[src/rtl/execute_pipe_stage.sv]
// execute_pipe_stage: EX->MEM pipeline register with a ready/valid handshake,
// a two-entry skid (head + skid slot) and a synchronous flush.
// Optional feature macro: EXEC_PIPE_PERF_EN adds stall_cycles / flush_count
// performance counters; without it the handshake behaviour is identical.
module execute_pipe_stage #(
    parameter int DATA_WIDTH   = 32,
    parameter int ADDRESS_BITS = 20,
    parameter int RD_BITS      = 5
) (
    input  logic                      clock,
    input  logic                      reset,
    input  logic                      flush,
    input  logic                      in_valid,
    output logic                      in_ready,
    input  logic [DATA_WIDTH-1:0]     ALU_result,
    input  logic [DATA_WIDTH-1:0]     rs2_data,
    input  logic [RD_BITS-1:0]        rd,
    input  logic [6:0]                ctrl,
    input  logic [3*ADDRESS_BITS-1:0] targets,
    output logic                      out_valid,
    input  logic                      out_ready,
    output logic [DATA_WIDTH-1:0]     reg_ALU_result,
    output logic [DATA_WIDTH-1:0]     reg_rs2_data,
    output logic [RD_BITS-1:0]        reg_rd,
    output logic [6:0]                reg_ctrl,
    output logic [3*ADDRESS_BITS-1:0] reg_targets
`ifdef EXEC_PIPE_PERF_EN
    ,
    output logic [31:0]               stall_cycles,
    output logic [31:0]               flush_count
`endif
);

    localparam int PAYLOAD_W = 2*DATA_WIDTH + RD_BITS + 7 + 3*ADDRESS_BITS;

    // ctrl layout: {zero, branch, memRead, memWrite, regWrite, next_PC_sel[1:0]}
    localparam logic [6:0] SIDE_EFFECT_MASK = 7'b0011100;

    typedef enum logic [1:0] {
        ST_EMPTY = 2'd0,
        ST_HEAD  = 2'd1,
        ST_FULL  = 2'd2
    } state_t;

    state_t                 state_q, state_d;
    logic                   in_ready_q;
    logic [PAYLOAD_W-1:0]   in_payload;
    logic [PAYLOAD_W-1:0]   head_q;
    logic [PAYLOAD_W-1:0]   skid_q;
    logic [6:0]             head_ctrl;
    logic                   accept;
    logic                   consume;
    logic                   load_head_from_in;
    logic                   load_head_from_skid;
    logic                   load_skid;

    assign in_payload = {ALU_result, rs2_data, rd, ctrl, targets};
    assign out_valid  = (state_q != ST_EMPTY);
    assign in_ready   = in_ready_q;
    assign accept     = in_valid & in_ready_q;
    assign consume    = out_valid & out_ready;

    // Next-state and slot-load decisions for the skid FIFO.
    always_comb begin
        // NOTE: every signal written here gets a default first so no path can infer a latch.
        state_d             = state_q;
        load_head_from_in   = 1'b0;
        load_head_from_skid = 1'b0;
        load_skid           = 1'b0;
        case (state_q)
            ST_EMPTY: begin
                if (accept) begin
                    state_d           = ST_HEAD;
                    load_head_from_in = 1'b1;
                end
            end
            ST_HEAD: begin
                if (accept && consume) begin
                    load_head_from_in = 1'b1;
                end else if (accept) begin
                    state_d   = ST_FULL;
                    load_skid = 1'b1;
                end else if (consume) begin
                    state_d = ST_EMPTY;
                end
            end
            ST_FULL: begin
                // in_ready is low here, so only the drain path exists.
                if (consume) begin
                    state_d             = ST_HEAD;
                    load_head_from_skid = 1'b1;
                end
            end
            default: state_d = ST_EMPTY;
        endcase
        // A redirect kills both slots and any same-cycle incoming instruction.
        if (flush) begin
            state_d             = ST_EMPTY;
            load_head_from_in   = 1'b0;
            load_head_from_skid = 1'b0;
            load_skid           = 1'b0;
        end
    end

    // State register and registered in_ready (low only when the next state is FULL).
    always_ff @(posedge clock) begin
        // NOTE: sequential state uses non-blocking assignments so every flop samples pre-edge values.
        if (reset) begin
            state_q    <= ST_EMPTY;
            in_ready_q <= 1'b1;
        end else begin
            state_q    <= state_d;
            in_ready_q <= (state_d != ST_FULL);
        end
    end

    // Head slot: drives the reg_* outputs, zeroed by reset.
    always_ff @(posedge clock) begin
        if (reset) begin
            head_q <= '0;
        end else if (load_head_from_in) begin
            head_q <= in_payload;
        end else if (load_head_from_skid) begin
            head_q <= skid_q;
        end
    end

    // Skid slot: holds the one extra entry accepted while the head is stalled.
    always_ff @(posedge clock) begin
        // NOTE: the skid slot has no reset; it is only ever read after it has been written.
        if (load_skid) begin
            skid_q <= in_payload;
        end
    end

    assign {reg_ALU_result, reg_rs2_data, reg_rd, head_ctrl, reg_targets} = head_q;

    // Memory and register-file side-effect bits never leave an empty stage.
    assign reg_ctrl = out_valid ? head_ctrl : (head_ctrl & ~SIDE_EFFECT_MASK);

`ifdef EXEC_PIPE_PERF_EN
    logic [31:0] stall_q;
    logic [31:0] flush_q;

    // Saturating counters: MEM back-pressure cycles and flushes that killed live work.
    always_ff @(posedge clock) begin
        if (reset) begin
            stall_q <= '0;
            flush_q <= '0;
        end else begin
            if (out_valid && !out_ready && (stall_q != 32'hFFFF_FFFF)) begin
                stall_q <= stall_q + 32'd1;
            end
            if (flush && out_valid && (flush_q != 32'hFFFF_FFFF)) begin
                flush_q <= flush_q + 32'd1;
            end
        end
    end

    assign stall_cycles = stall_q;
    assign flush_count  = flush_q;
`endif

endmodule
[config.mk]
export PLATFORM = sky130hd
export DESIGN_NAME = execute_pipe_stage
export DESIGN_NICKNAME = d
export VERILOG_FILES = /design/src/rtl/execute_pipe_stage.sv
export SDC_FILE = /design/constraint.sdc
export NUM_CORES = 1
export LEC_CHECK = 0
export ABC_AREA = 0
export CAP_MARGIN = 10
export CORE_ASPECT_RATIO = 0.75
export CORE_UTILIZATION = 47
export CTS_BUF_LIST = sky130_fd_sc_hd__clkbuf_2 sky130_fd_sc_hd__clkbuf_4 sky130_fd_sc_hd__clkbuf_8
export DETAILED_ROUTE_END_ITERATION = 12
export PLACE_DENSITY = 0.79
export SYNTH_ARGS = -nofsm -noshare
export SYNTH_HDL_FRONTEND = slang
export SYNTH_SLANG_ARGS = --single-unit
[constraint.sdc]
create_clock -name clock -period 17.2 [get_ports clock]
set_input_delay 3.44 -clock clock [delete_from_list [all_inputs] [get_ports clock]]
set_output_delay 3.44 -clock clock [all_outputs]
set_load 0.01 [all_outputs]
# Word-level counts from Yosys, hierarchy flattened
# Index checks and enable logic that the tools add are counted.
[word_totals]
register_bits = 275
in_bits = 141
latch_bits = 0
rom_bits = 0
memories = 0
out_inout_bits = 138
ramBits = 0
[op_classes]
n_shift = 0
n_lt_le_gt_ge = 0
muxes = 20
addsub = 0
div_mod_pow = 0
mul = 0
n_bitwise = 2
eq_ne = 3
reduce_logical = 4
[ops]
columns = ["cell", "n"]
rows = [
  ["$mux 136", 2],
  ["$mux 2", 6],
  ["$mux 1", 9],
  ["$pmux 2 s3", 1],
  ["$mux 5", 1],
  ["$reduce_bool 2->1", 2],
  ["$and 1x1->1", 2],
  ["$eq 2x1->1 const B", 1],
  ["$eq 2x2->1 const B", 1],
  ["$logic_not 2->1", 1],
  ["$ne 2x2->1 const B", 1],
  ["$pmux 1 s2", 1],
  ["$logic_and 1x1->1", 1],
]

# Depth between registers and ports, before layout
[depth]
depth_word = 8
mapped_depth = 7
depth_no_buf = 4

# Worst setup path after synthesis
# Ideal clock, no wire load.
[synth_path]
kind = "input port to flip-flop"
start = "input flush"
end = "register skid_q[0], enable pin"
path_stages = 1
slack_ns = -0.397
setup_time_ns = 0.980
t_arrival_ns = 16.617
cell_sequence = "nor4_1"
[synth_between]
elab_chain_len = 1
[synth_rtl]
columns = ["element", "line_no", "rtl"]
rows = [
  ["from (decl)", "12", "input logic flush,"],
  ["$mux 1", "97", "if (flush) begin"],
  ["to (signal assigned)", "132", "skid_q <= in_payload;"],
  ["to (decl)", "49", "logic [PAYLOAD_W-1:0] skid_q;"],
]
# Every way passes these cells.
# A chain may end at the register's enable or synchronous reset.

# Worst setup path after layout
[layout_path]
start = "input out_ready"
end = "register head_q[19]"
[layout_between]
elab_chain_len = 6
elab_cells_between_ends = 10
[layout_rtl]
columns = ["element", "line_no", "rtl"]
rows = [
  ["from (decl)", "21", "input logic out_ready,"],
  ["$and 1x1->1 (*)", "61", "assign consume = out_valid & out_ready;"],
  ["$logic_and 1x1->1", "78", "if (accept && consume) begin"],
  ["$mux 1", "78", ""],
  ["$pmux 1 s2", "70", "case (state_q)"],
  ["$mux 1", "97", ""],
  ["$mux 136 or $reduce_bool 2->1 (tied branches)", "-", ""],
  ["to (signal assigned)", "122", "head_q <= in_payload;"],
  ["to (signal assigned)", "124", "head_q <= skid_q;"],
  ["to (decl)", "48", "logic [PAYLOAD_W-1:0] head_q;"],
]
# Mark *: on every way between the ends. The rest lies on a longest branch, timed or not.

==> metrics list <==
* Status: completed
- TritonRoute pass-1 iters: 4
* Power density over the cells: 100 nW/um2
- VDD sags by at most 61.1 uV.
* Routed vias: 7888
- Data on the critical path is required at its endpoint by 17620 ps.
* IO Port Bufs: 278
* Final nets: 1311
- Final worst setup slack: 11050 ps
- Number of antenna cells inserted: 0
* Warnings, synthesis: 0
- Worst Path Arrival: 6570 ps
- Overall Global Routing Usage: 20.2%
* Max-slew headroom at the worst pin: 22.9%
- For the final database, setup skew stands at 11.5 ps.
- Die Height: 138 um
- Longest Clk Path Bufs: 3
- The die covers 25400 um2.
* Total congestion overflow: 0
- Counting distinct cell types in the post-synthesis netlist gives 24.
- Number of CTS-inserted buffers: 42
* Transition at the pin with the smallest max-transition slack: 1160 ps
- Synthesis inferred 275 register bits.
- Synthesis produced 1048 cells.
- In this run the worst path has a maximum fanout of 74.
* Antenna violations before repair: 0
- Synthesized Nets: 1189
- Clock tree from TritonCTS: yes
- Proportion of synthesized chip area in sequential cells: 59.0%
- Period Utilization, post-route: 35.7%
* Global placer's final weighted congestion: 0.761
* Pre-CTS setup slack: 10450 ps
* First-pass GRT wire length: 41.2 mm
- Row generation in the floorplan step produced 49 rows.
- Fraction of final layout cells with drive strength greater than 1: 14.1%
- Setup TNS Final: 0 ps
- Final Hold Slack: 478 ps
- FMAX: 163 MHz
- The worst setup path is of the input port to flop kind.
- In this run the post-CTS setup repair buffer count came out at 0.
* Synth-to-Final Area Change: 23.8%
- In the layout the commonest cells are sky130_fd_sc_hd__clkdlybuf4s50_1 (277), sky130_fd_sc_hd__nand2_1 (273), sky130_fd_sc_hd__dfxtp_1 (139), sky130_fd_sc_hd__nor2_1 (138), sky130_fd_sc_hd__edfxtp_1 (136).
* Wire length per cell: 17.3 um
- Setup violations remaining at the end of the flow were counted as 0.
- In this run the standard cell core region covers 24200 um2.
- Total of cells resized after clock tree synthesis: 0
* Starting utilization of the core area: 48.2%
- Most common library cell in the layout ignoring fill and taps: sky130_fd_sc_hd__clkdlybuf4s50_1
- STA classifies the critical path startpoint as an input port.
- Class of the tightest hold or removal check: flop to flop
- CTS Sinks: 275
- The detail route stage leaves a number of antenna-violating nets equal to 0.
- Total power: 0.00145 W
- Htree depth: 2
- Summing all multi-input logic gate instances after layout gives 3390 um2.
* Fill cell count: 1968
- Register cell area after layout: 6870 um2
* Largest net degree at the start of global routing: 93
- Number of top-level design ports: 279
* Overall routed net length: 26.5 mm
- Cell repeated most along the worst path: sky130_fd_sc_hd__buf_4
* Syn avg cell area: 11.1 um2
- On the worst path, the slowest cell contributes a delay of 720 ps.
* Total leakage power: 4.78 nW
* Final critical-path required period: 6150 ps
- Number of hold buffers added after CTS: 0
- Setup repair after global routing left no endpoint under its margin.
* Vias in the first global route: 7765
* Slowest CP cell: sky130_fd_sc_hd__buf_4
- After legalization and detailed placement, the total HPWL measured 16.2 mm.
- The die is 184 um wide.
- Iter 0 DRT Violations: 477
- Via/cell ratio: 5.15
* Final Hold Viols: 0
- Count of max-cap constraint violations: 0
* Post-Syn Area: 11600 um2
- Delay-heaviest family, CP: buffers and inverters
- The max-slew violation count was 0.
* Critical path capture point type: flop
- After detailed routing, the number of remaining DRC violations is 0.
* Clock insertion delay at the later pin of the skew report: 530 ps
* Series of cell instances along the critical path: clkdlybuf4s50_1 -> nand2b_1 -> nand3b_4 -> buf_4 -> buf_4 -> nor2_1 -> a311oi_1
* Buffers plus inverters on the worst setup path: 3
* Root Buffer: sky130_fd_sc_hd__clkbuf_8
- CTS clk-pin slew, worst paths: 60 ps
[flip-flops by register name, summed over array words and instances (netlist names)]
signal	cells
head_q	136
skid_q	136
in_ready	1
state_q	2
[power breakdown]
part | leakage (nW) | switching [W] | total [W] | internal, W
clock network | 0.477 | 0.000242 | 0.000557 | 0.000315
registers | 2.37 | 0.0000146 | 0.000728 | 0.000713
logic | 1.93 | 0.0000718 | 0.000161 | 0.0000890
[area by class of cell]
cell class / count / share of cell area, %
multi-input cells: 562 / 23.5
repair buffers: 286 / 19.7
flip-flops and latches: 275 / 47.7
clock buffers: 73 / 6.02
well taps: 331 / 2.88
inverters: 3 / 0.0782
clock inverters: 3 / 0.0956
[cell usage after synthesis]
library cell / n / area share, %
sky130_fd_sc_hd__buf_4: 149 / 9.6
sky130_fd_sc_hd__nand2_1: 273 / 8.8
sky130_fd_sc_hd__or4_1: 1 / 0.065
sky130_fd_sc_hd__a311oi_1: 56 / 4.2
sky130_fd_sc_hd__nor2b_1: 3 / 0.16
sky130_fd_sc_hd__nor2_1: 138 / 4.5
sky130_fd_sc_hd__nand3_1: 1 / 0.043
sky130_fd_sc_hd__edfxtp_1: 136 / 35
sky130_fd_sc_hd__a311oi_2: 80 / 10
sky130_fd_sc_hd__a21oi_1: 1 / 0.043
sky130_fd_sc_hd__clkbuf_1: 27 / 0.87
sky130_fd_sc_hd__and3_1: 1 / 0.054
sky130_fd_sc_hd__nor4_1: 1 / 0.054
sky130_fd_sc_hd__mux2i_1: 1 / 0.086
sky130_fd_sc_hd__buf_6: 5 / 0.48
sky130_fd_sc_hd__inv_1: 3 / 0.097
sky130_fd_sc_hd__buf_2: 27 / 1.2
sky130_fd_sc_hd__nand2b_1: 1 / 0.054
sky130_fd_sc_hd__mux2_2: 1 / 0.097
sky130_fd_sc_hd__nand3b_2: 1 / 0.097
sky130_fd_sc_hd__dfxtp_1: 139 / 24
sky130_fd_sc_hd__nor3_1: 1 / 0.043
sky130_fd_sc_hd__o22a_1: 1 / 0.075
sky130_fd_sc_hd__and3b_1: 1 / 0.075
[final timing paths]
check                                  from     endpoint  slack [ps]  cells past startpoint
worst max-delay path              out_ready   head_q[19]       11050                      7
worst min-delay path            head_q[132]  head_q[132]         480                      2
worst max register to register   state_q[1]   head_q[19]       14020                      6
worst min register to register  head_q[132]  head_q[132]         480                      2
[worst register-to-register path, cell delays in order (launching register included)]
cell,delay (ps)
sky130_fd_sc_hd__dfxtp_1,550
sky130_fd_sc_hd__and3b_1,290
sky130_fd_sc_hd__nand3b_4,470
sky130_fd_sc_hd__buf_4,650
sky130_fd_sc_hd__buf_4,720
sky130_fd_sc_hd__nor2_1,130
sky130_fd_sc_hd__a311oi_1,270
[cell families (layout without fill, tap and decap cells)]
group                  Yosys count  count (layout)  synth area share (%)
AND/OR/NAND/NOR                422             422                  13.9
AO/OA/AOI/OAI                  138             138                  14.7
flip-flops                     275             275                  59.0
buffers and inverters          211             365                  12.2
multiplexers                     2               2                 0.183
[stage by stage]
step | utilization, % | std cells | area [um2]
6_report | 59.6 | 1533 | 14400
4_1_cts | 59.6 | 1533 | 14400
3_3_place_gp | 56.0 | 1457 | 13500
3_5_place_dp | 56.0 | 1457 | 13500
2_1_floorplan | - | 1048 | 11600
5_1_grt | 59.6 | 1533 | 14400
[routing by layer]
layer	part of all wire, %	routed length (um)	track usage (%)	up-vias
li1	-	-	-	3788
met1	45	11800	27.0	3808
met2	46	12100	31.5	246
met3	7.8	2060	6.09	46
met4	2.2	573	6.32	0
met5	0	0	0	-
Note: power is estimated with default switching activity, not from simulation.
